<file path="config.mk">
export PLATFORM = sky130hd
export DESIGN_NAME = multi_cycle_control_unit
export DESIGN_NICKNAME = d
export VERILOG_FILES = /design/src/rtl/multi_cycle_control_unit.sv
export SDC_FILE = /design/constraint.sdc
export NUM_CORES = 1
export LEC_CHECK = 0
export BUFFER_PORTS_ARGS = -buffer_cell sky130_fd_sc_hd__buf_2
export CORE_MARGIN = 2
export CORE_UTILIZATION = 40
export DETAILED_ROUTE_END_ITERATION = 6
export GPL_ROUTABILITY_DRIVEN = 0
export PLACE_DENSITY = 0.7
export SKIP_CTS_REPAIR_TIMING = 1
export SLEW_MARGIN = 15
export SYNTH_ARGS = -nofsm -noshare
export SYNTH_HDL_FRONTEND = slang
export SYNTH_SLANG_ARGS = --single-unit
</file>
<file path="constraint.sdc">
create_clock -name CLK -period 1.95 [get_ports CLK]
set_clock_uncertainty 0.1 [all_clocks]
set_input_delay 0.195 -clock CLK [delete_from_list [all_inputs] [get_ports CLK]]
set_output_delay 0.195 -clock CLK [all_outputs]
set_load 0.1 [all_outputs]
</file>
<file path="src/rtl/multi_cycle_control_unit.sv">
// Control FSM for the multi-cycle MIPS-subset CPU.
// Moves each instruction through IF/ID/EXE/MEM/WB. Every datapath control
// line is decoded combinationally from the registered state, the current
// opcode and the ALU flags. Because the outputs depend on the state register,
// asserting Reset forces the FSM back to IF at once, so any pending write is
// dropped immediately.
module multi_cycle_control_unit #(
    parameter int OP_W = 6,
    parameter int ST_W = 3
) (
    input  logic            CLK,
    input  logic            Reset,
    input  logic [OP_W-1:0] opcode,
    input  logic            zero,
    input  logic            sign,
    output logic            PCWre,
    output logic            InsMemRW,
    output logic            IRWre,
    output logic            ExtSel,
    output logic            ALUSrcA,
    output logic            ALUSrcB,
    output logic [2:0]      ALUOp,
    output logic            RegWre,
    output logic [1:0]      RegDst,
    output logic            WrRegDSrc,
    output logic            DBDataSrc,
    output logic            mRD,
    output logic            mWR,
    output logic [1:0]      PCSrc,
    output logic [ST_W-1:0] state
);

    typedef enum logic [ST_W-1:0] {
        S_IF     = 3'b000,
        S_ID     = 3'b001,
        S_EXE_LS = 3'b010,
        S_MEM    = 3'b011,
        S_WB_LD  = 3'b100,
        S_EXE_BR = 3'b101,
        S_EXE_AL = 3'b110,
        S_WB_AL  = 3'b111
    } state_t;

    localparam logic [OP_W-1:0] OP_ADD   = 6'b000000;
    localparam logic [OP_W-1:0] OP_SUB   = 6'b000001;
    localparam logic [OP_W-1:0] OP_ADDI  = 6'b000010;
    localparam logic [OP_W-1:0] OP_OR    = 6'b010000;
    localparam logic [OP_W-1:0] OP_AND   = 6'b010001;
    localparam logic [OP_W-1:0] OP_ORI   = 6'b010010;
    localparam logic [OP_W-1:0] OP_SLL   = 6'b011000;
    localparam logic [OP_W-1:0] OP_SLT   = 6'b100110;
    localparam logic [OP_W-1:0] OP_SLTIU = 6'b100111;
    localparam logic [OP_W-1:0] OP_SW    = 6'b110000;
    localparam logic [OP_W-1:0] OP_LW    = 6'b110001;
    localparam logic [OP_W-1:0] OP_BEQ   = 6'b110100;
    localparam logic [OP_W-1:0] OP_BNE   = 6'b110101;
    localparam logic [OP_W-1:0] OP_BLTZ  = 6'b110110;
    localparam logic [OP_W-1:0] OP_J     = 6'b111000;
    localparam logic [OP_W-1:0] OP_JR    = 6'b111001;
    localparam logic [OP_W-1:0] OP_JAL   = 6'b111010;

    state_t cur_state, nxt_state;

    // ALU-group decode, shared by EXE_AL and WB_AL (WB_AL holds the EXE lines)
    logic       is_alu, is_imm, alu_a, alu_b, alu_ext;
    logic [2:0] alu_op;
    logic       br_taken;

    assign state = cur_state;

    // State register; Reset low returns to IF asynchronously
    always_ff @(posedge CLK or negedge Reset) begin
        if (!Reset) cur_state <= S_IF;
        else        cur_state <= nxt_state;
    end

    // Decode ALU-class opcodes into operation and operand selects
    always_comb begin
        is_alu  = 1'b0;
        is_imm  = 1'b0;
        alu_op  = 3'b000;
        alu_a   = 1'b0;
        alu_b   = 1'b0;
        alu_ext = 1'b1;
        case (opcode)
            OP_ADD:   begin is_alu = 1'b1; alu_op = 3'b000; end
            OP_SUB:   begin is_alu = 1'b1; alu_op = 3'b001; end
            OP_ADDI:  begin is_alu = 1'b1; is_imm = 1'b1; alu_b = 1'b1; alu_op = 3'b000; end
            OP_OR:    begin is_alu = 1'b1; alu_op = 3'b011; end
            OP_AND:   begin is_alu = 1'b1; alu_op = 3'b100; end
            OP_ORI:   begin is_alu = 1'b1; is_imm = 1'b1; alu_b = 1'b1; alu_op = 3'b011; alu_ext = 1'b0; end
            OP_SLL:   begin is_alu = 1'b1; alu_a = 1'b1; alu_op = 3'b010; end
            OP_SLT:   begin is_alu = 1'b1; alu_op = 3'b110; end
            OP_SLTIU: begin is_alu = 1'b1; is_imm = 1'b1; alu_b = 1'b1; alu_op = 3'b101; end
            default:  ;
        endcase
    end

    // Branch decision; bltz tests the sign of rs - $0
    assign br_taken = ((opcode == OP_BEQ)  &  zero) |
                      ((opcode == OP_BNE)  & ~zero) |
                      ((opcode == OP_BLTZ) &  sign);

    // Next-state and control-line generation; every line defaults to 0
    always_comb begin
        nxt_state = cur_state;
        PCWre     = 1'b0;
        InsMemRW  = 1'b0;
        IRWre     = 1'b0;
        ExtSel    = 1'b0;
        ALUSrcA   = 1'b0;
        ALUSrcB   = 1'b0;
        ALUOp     = 3'b000;
        RegWre    = 1'b0;
        RegDst    = 2'b00;
        WrRegDSrc = 1'b0;
        DBDataSrc = 1'b0;
        mRD       = 1'b0;
        mWR       = 1'b0;
        PCSrc     = 2'b00;
        case (cur_state)
            S_IF: begin
                nxt_state = S_ID;
                InsMemRW  = 1'b1;
                IRWre     = 1'b1;
            end
            S_ID: begin
                if (is_alu) begin
                    nxt_state = S_EXE_AL;
                end else begin
                    case (opcode)
                        OP_BEQ, OP_BNE, OP_BLTZ: nxt_state = S_EXE_BR;
                        OP_SW, OP_LW:            nxt_state = S_EXE_LS;
                        OP_J: begin
                            nxt_state = S_IF;
                            PCSrc     = 2'b11;
                            PCWre     = 1'b1;
                        end
                        OP_JR: begin
                            nxt_state = S_IF;
                            PCSrc     = 2'b10;
                            PCWre     = 1'b1;
                        end
                        OP_JAL: begin
                            nxt_state = S_IF;
                            PCSrc     = 2'b11;
                            PCWre     = 1'b1;
                            RegWre    = 1'b1;
                            RegDst    = 2'b00;
                            WrRegDSrc = 1'b0;
                        end
                        // halt and undefined opcodes park here until Reset
                        default: nxt_state = S_ID;
                    endcase
                end
            end
            S_EXE_AL: begin
                nxt_state = S_WB_AL;
                if (is_alu) begin
                    ALUOp   = alu_op;
                    ALUSrcA = alu_a;
                    ALUSrcB = alu_b;
                    ExtSel  = alu_ext;
                end
            end
            S_WB_AL: begin
                nxt_state = S_IF;
                if (is_alu) begin
                    ALUOp   = alu_op;
                    ALUSrcA = alu_a;
                    ALUSrcB = alu_b;
                    ExtSel  = alu_ext;
                end
                RegWre    = 1'b1;
                WrRegDSrc = 1'b1;
                DBDataSrc = 1'b0;
                PCWre     = 1'b1;
                PCSrc     = 2'b00;
                RegDst    = is_imm ? 2'b01 : 2'b10;
            end
            S_EXE_BR: begin
                nxt_state = S_IF;
                ALUOp     = 3'b001;
                ExtSel    = 1'b1;
                PCWre     = 1'b1;
                PCSrc     = br_taken ? 2'b01 : 2'b00;
            end
            S_EXE_LS: begin
                nxt_state = S_MEM;
                ALUOp     = 3'b000;
                ALUSrcB   = 1'b1;
                ExtSel    = 1'b1;
            end
            S_MEM: begin
                ALUOp   = 3'b000;
                ALUSrcB = 1'b1;
                ExtSel  = 1'b1;
                if (opcode == OP_LW) begin
                    nxt_state = S_WB_LD;
                    mRD       = 1'b1;
                end else begin
                    nxt_state = S_IF;
                    if (opcode == OP_SW) begin
                        mWR   = 1'b1;
                        PCWre = 1'b1;
                        PCSrc = 2'b00;
                    end
                end
            end
            S_WB_LD: begin
                nxt_state = S_IF;
                mRD       = 1'b1;
                DBDataSrc = 1'b1;
                WrRegDSrc = 1'b1;
                RegDst    = 2'b01;
                RegWre    = 1'b1;
                PCWre     = 1'b1;
                PCSrc     = 2'b00;
            end
            default: nxt_state = S_IF;
        endcase
    end

endmodule
</file>
; ---- Yosys cells after proc, flatten, opt, wreduce, memory -nomap -nowiden
; Index checks and enable logic that the tools add are counted.
[totals]
regBits = 3
wordCells = 81
in_bits = 10
out_inout_bits = 21
[classes]
n_reduce_logical = 14
bitwise = 6
n_eq_ne = 23
mux = 37
[ops]
columns = cell, count
row1 = $eq A6 B6 Y1 const B, 10
row2 = $pmux W3 S6, 2
row3 = $eq A6 B5 Y1 const B, 4
row4 = $mux W1, 20
row5 = $reduce_or A3 Y1, 5
row6 = $eq A3 B3 Y1 const B, 4
row7 = $pmux W2 S2, 3
row8 = $reduce_or A2 Y1, 6
row9 = $mux W3, 3
row10 = $pmux W3 S3, 1
row11 = $reduce_or A9 Y1, 1
row12 = $pmux W1 S2, 4
row13 = $eq A3 B2 Y1 const B, 2
row14 = $eq A6 B1 Y1 const B, 1
row15 = $eq A6 B2 Y1 const B, 1
row16 = $logic_not A6 Y1, 1
row17 = $pmux W3 S2, 1
row18 = $mux W2, 2
row19 = $and A1 B1 Y1, 3
row20 = $eq A3 B1 Y1 const B, 1
row21 = $logic_not A3 Y1, 1
row22 = $pmux W1 S3, 1
row23 = $or A1 B1 Y1, 2
row24 = $not A1 Y1, 1

; ---- Logic depth before layout (Yosys ltp)
[logic_depth]
depth_word = 6
depth_mapped = 6
ltp_nobuf = 4

; ---- Worst setup path before layout
; OpenSTA, ideal clock, no wires.
[synth_timing]
path_kind = reg-to-output
startpoint = reg cur_state[2], in the netlist state[2]
endpoint = out RegDst[0]
arrival_time_ns = 4.983
setup_slack_ns = -3.328
path_stages_with_launch = 5
n_path_buf = 0
required_time_ns = 1.655
path_cell_list = dfrtp_1 -> and2b_1 -> nor2b_1 -> inv_1 -> a21boi_0
[synth_between]
elab_chain_len = 2
word_cells_on_any_way = 3
cone_classes = eq/ne (2) / mux (1)
[synth_rtl]
columns = element, line
row1 = from (decl), 62  ; state_t cur_state, nxt_state;
row2 = from (signal assigned), 74  ; else cur_state <= nxt_state;
row3 = $eq A3 B3 Y1, 121  ; case (cur_state)
row4 = $pmux W2 S2 *, 121
row5 = to (decl), 24  ; output logic [1:0] RegDst,
; Every way passes the cells marked *; elsewhere a longest branch is shown, timed or not.

; ---- Worst setup path after layout
[layout_timing]
startpoint = reg cur_state[1], in the netlist state[1]
endpoint = out PCSrc[0]
[layout_between]
elab_chain_len = 2
word_cells_on_any_way = 3
cone_classes = eq/ne (2) / mux (1)
[layout_rtl]
columns = element, line
row1 = $eq A3 B3 Y1 / $eq A3 B1 Y1 (equally long branches), 121
row2 = $pmux W2 S2 *, 121
row3 = to (decl), 29  ; output logic [1:0] PCSrc,
; Marked as above.

==> metrics.txt <==
# TYPE chip_impl_metric gauge
chip_impl_metric{name="synth-async-reset-ratio",unit="%"} 100.0
chip_impl_metric{name="drc",unit=""} 0
chip_impl_info{name="failed_checks",value="negative setup slack"} 1
chip_impl_metric{name="hold_viol",unit=""} 0
chip_impl_metric{name="intPower",unit="W"} 0.0005298
chip_impl_info{name="tritoncts",value="yes"} 1
chip_impl_metric{name="ys_seq_area_share",unit="%"} 11.45
chip_impl_metric{name="routed-via-count",unit=""} 928
chip_impl_metric{name="die-height",unit="µm"} 44.49
chip_impl_metric{name="drt.antenna.violating_nets",unit=""} 0
chip_impl_metric{name="tns",unit="ns"} -0.4720
chip_impl_metric{name="timing.slew.headroom",unit="%"} 68.02
chip_impl_metric{name="power.share.combinational",unit="%"} 82.8
chip_impl_metric{name="port_buffers",unit=""} 30
chip_impl_metric{name="syn-num-nets",unit=""} 109
chip_impl_metric{name="effective_utilization_at_floorplan",unit="%"} 43.02
chip_impl_metric{name="worst_slew_pin_slew",unit="ns"} 0.4830
chip_impl_info{name="top_reg_cell_synth",value="sky130_fd_sc_hd__dfrtp_1"} 1
chip_impl_metric{name="timing.critical_path.slowest_cell_delay",unit="ns"} 0.46
chip_impl_metric{name="dieWidth",unit="µm"} 44.49
chip_impl_metric{name="seq_power_share",unit="%"} 8.9
chip_impl_metric{name="cts_inserted_buffers",unit=""} 3
chip_impl_metric{name="post_route_cells_drive_above_1_share",unit="%"} 56.20
chip_impl_metric{name="die-area",unit="mm²"} 0.001979
chip_impl_metric{name="ir_worst_vdd",unit="mV"} 0.9050
chip_impl_metric{name="maxSlewViolCount",unit=""} 0
chip_impl_metric{name="total_power",unit="W"} 0.001434
chip_impl_metric{name="drt_pass1_iterations",unit=""} 4
chip_impl_metric{name="per_instance_average_area_after_synthesis",unit="µm²"} 6.623
chip_impl_metric{name="number_of_instances_in_the_synthesized_netlist",unit=""} 99
chip_impl_info{name="cp_slowest_cell",value="sky130_fd_sc_hd__dfrtp_4"} 1
chip_impl_metric{name="use_met1",unit="%"} 29.17
chip_impl_metric{name="cts_max_path_buffers",unit=""} 2
chip_impl_metric{name="finish.net_count",unit=""} 148
chip_impl_metric{name="gr-usage-met2",unit="%"} 47.54
chip_impl_metric{name="power.switching_fraction",unit="%"} 63.06
chip_impl_metric{name="cp_data_arrival_time",unit="ns"} 1.79
chip_impl_metric{name="post_dr_vias_cell",unit=""} 6.065
chip_impl_metric{name="h-tree-depth",unit=""} 1
chip_impl_metric{name="leakagePower",unit="nW"} 0.5140
chip_impl_metric{name="grt_first_pass_wirelength",unit="mm"} 3.739
chip_impl_info{name="cp-end-kind",value="output port"} 1
chip_impl_metric{name="multi_input_comb_area",unit="µm²"} 668.1
chip_impl_metric{name="global_route.usage.total",unit="%"} 25.96
chip_impl_info{name="worstHoldPathType",value="primary input to asynchronous set/reset pin"} 1
chip_impl_metric{name="wire_per_inst",unit="µm"} 15.81
chip_impl_info{name="crit_chain",value="nand2b_4 > or4_4 > nor2_2 > a41o_2 > buf_12"} 1
chip_impl_metric{name="seq_cell_area",unit="µm²"} 86.33
chip_impl_metric{name="r2r_setup_slack",unit="ns"} 0.43
chip_impl_metric{name="ys_warn_count",unit=""} 0
chip_impl_metric{name="boundaryPins",unit=""} 31
chip_impl_metric{name="power.share.clock",unit="%"} 8.3
chip_impl_metric{name="grt_start_max_net_pins",unit=""} 14
chip_impl_info{name="cp_class",value="flip-flop to output port"} 1
chip_impl_metric{name="timing.max_cap.violations",unit=""} 0
chip_impl_metric{name="coreArea",unit="mm²"} 0.001524
chip_impl_metric{name="max_freq",unit="GHz"} 0.4800
chip_impl_metric{name="areaGrowthSynthToFinish",unit="%"} 99.05
chip_impl_metric{name="place_worst_setup_slack",unit="ns"} 0.1308
chip_impl_metric{name="routed_wl",unit="mm"} 2.419
chip_impl_metric{name="nFillCells",unit=""} 86
chip_impl_info{name="rsz0062_at_grt",value="true"} 1
chip_impl_metric{name="report.final.setup_viol",unit=""} 5
chip_impl_metric{name="clk_transition_reported_paths",unit="ns"} 0.05
chip_impl_metric{name="cellPowerDensity",unit="mW/mm²"} 1099
chip_impl_info{name="status",value="finished, violations left"} 1
chip_impl_metric{name="critical_path_required",unit="ns"} 1.65
chip_impl_metric{name="largest_register_ff_count",unit=""} 3
chip_impl_metric{name="final_min_period_over_clock_period",unit="%"} 106.8
chip_impl_metric{name="synth_enable_flop_cells",unit=""} 0
chip_impl_metric{name="use_met3",unit="%"} 2.041
chip_impl_metric{name="n_antenna_cell",unit=""} 0
chip_impl_metric{name="p_switching",unit="W"} 0.0009043
chip_impl_metric{name="cts.sink_count",unit=""} 3
chip_impl_metric{name="detailed_placement_wirelength_estimate",unit="mm"} 1.837
chip_impl_metric{name="synth.distinct_cells",unit=""} 41
chip_impl_info{name="clock_tree_root",value="sky130_fd_sc_hd__clkbuf_4"} 1
chip_impl_metric{name="finalWorstSetupSlack",unit="ns"} -0.1335
chip_impl_metric{name="source_to_sink_clock_delay_at_the_later_pin_of_the_worst_skew_pair",unit="ns"} 0.25
chip_impl_metric{name="synth.cell_area",unit="µm²"} 655.6
chip_impl_metric{name="grt_antenna_before_repair",unit=""} 0
chip_impl_metric{name="fin_crit",unit="ns"} 2.083
chip_impl_info{name="grt-busiest-layer",value="met2"} 1
chip_impl_metric{name="drt_first_iter_violations",unit=""} 21
chip_impl_info{name="startpoint_type",value="flip-flop"} 1
chip_impl_metric{name="overflow",unit=""} 0
chip_impl_metric{name="crit_fanout",unit=""} 4
chip_impl_metric{name="placementRows",unit=""} 14
chip_impl_metric{name="ys_seq_elements",unit=""} 3
chip_impl_metric{name="via_count_of_the_first_global_routing_pass",unit=""} 847
==> cell families (layout without fill, tap and decap cells) <==
| kind of cell | Yosys count | in the layout | share of synthesized area [%] |
|---|---|---|---|
| simple gates | 48 | 48 | 44.28 |
| compound gates | 33 | 33 | 33.21 |
| xor+xnor | 1 | 1 | 1.336 |
| flops | 3 | 3 | 11.45 |
| buf+inv | 14 | 52 | 9.733 |
==> routing by layer <==
metal | wire [µm] | part of all wire (%)
met3 | 140 | 5.8
met5 | 0 | 0
met4 | 91 | 3.8
met1 | 961 | 40
met2 | 1226 | 51
==> worst max-delay path, delay by kind of cell, from the launching register on <==
kind	cells	cell delay (ns)
DFF	1	0.46
AOI/OAI and AO/OA	1	0.14
and+or+nand+nor	3	0.75
buffers and inverters	1	0.17
==> layout by cell type, fill, tap and decap left out, types with 2 or more instances in the layout <==
cell / count
sky130_fd_sc_hd__buf_4: 14
sky130_fd_sc_hd__nand3_1: 4
sky130_fd_sc_hd__nor2_1: 6
sky130_fd_sc_hd__a21boi_4: 2
sky130_fd_sc_hd__a211oi_1: 3
sky130_fd_sc_hd__nand4b_1: 2
sky130_fd_sc_hd__or4_1: 2
sky130_fd_sc_hd__a21oi_4: 3
sky130_fd_sc_hd__inv_1: 2
sky130_fd_sc_hd__nand2b_1: 3
sky130_fd_sc_hd__buf_12: 15
sky130_fd_sc_hd__nand2_1: 7
sky130_fd_sc_hd__nor2b_1: 2
sky130_fd_sc_hd__o21ai_2: 2
sky130_fd_sc_hd__clkbuf_4: 4
sky130_fd_sc_hd__dfrtp_4: 3
sky130_fd_sc_hd__buf_2: 14
sky130_fd_sc_hd__a21oi_1: 7
sky130_fd_sc_hd__o21ai_0: 3
==> per-stage QoR <==
| stage | hold WS, ns | util [%] | instances | instance area [µm²] |
|---|---|---|---|---|
| after floorplan | -0.2006 | - | 99 | 825.8 |
| after global placement | -0.1105 | 81.36 | 146 | 1240 |
| after detailed placement | -0.1079 | 81.36 | 146 | 1240 |
| after CTS | -0.3671 | 83.09 | 150 | 1266 |
| after global routing | 0.1841 | 85.63 | 153 | 1305 |
| final | 0.1659 | 85.63 | 153 | 1305 |
==> worst paths after layout <==
path | to | cells past startpoint | start
setup / recovery | PCSrc[0] | 5 | state[1]
hold / removal | state[1] | 2 | Reset
setup reg to reg | state[2] | 4 | state[1]
hold reg to reg | state[1] | 2 | state[0]
max in group asynchronous | state[0] | 2 | Reset
min in group CLK | state[1] | 5 | opcode[2]
==> synthesized netlist by cell type, types with 4 or more instances <==
master                     number  area share, %
sky130_fd_sc_hd__a21oi_1       10            7.6
sky130_fd_sc_hd__buf_2          6            4.6
sky130_fd_sc_hd__clkbuf_1       4            2.3
sky130_fd_sc_hd__nand2_1        7            4.0
sky130_fd_sc_hd__nand3_1        5            3.8
sky130_fd_sc_hd__nor2_1         8            4.6
sky130_fd_sc_hd__nor2b_1        4            3.8
sky130_fd_sc_hd__o21ai_0        6            4.6
==> power groups by stage <==
stage | clock network, W | logic, W | registers [W]
global placement | 0 | 0.00114 | 0.000127
detailed placement | 0 | 0.00115 | 0.000128
finish | 0.000119 | 0.00119 | 0.000128
global route | 0.000115 | 0.00122 | 0.000133
floorplan | 0 | 0.000760 | 0.000275
CTS | 0.000116 | 0.00115 | 0.000128
==> final cells by class <==
type | count | area share [%]
repair buffers | 45 | 37.78
clock buffers | 4 | 2.013
multi-input cells | 82 | 51.20
well taps | 16 | 1.534
flip-flops and latches | 3 | 6.616
inverters | 3 | 0.8629
Power figures use the tool's default switching activity.
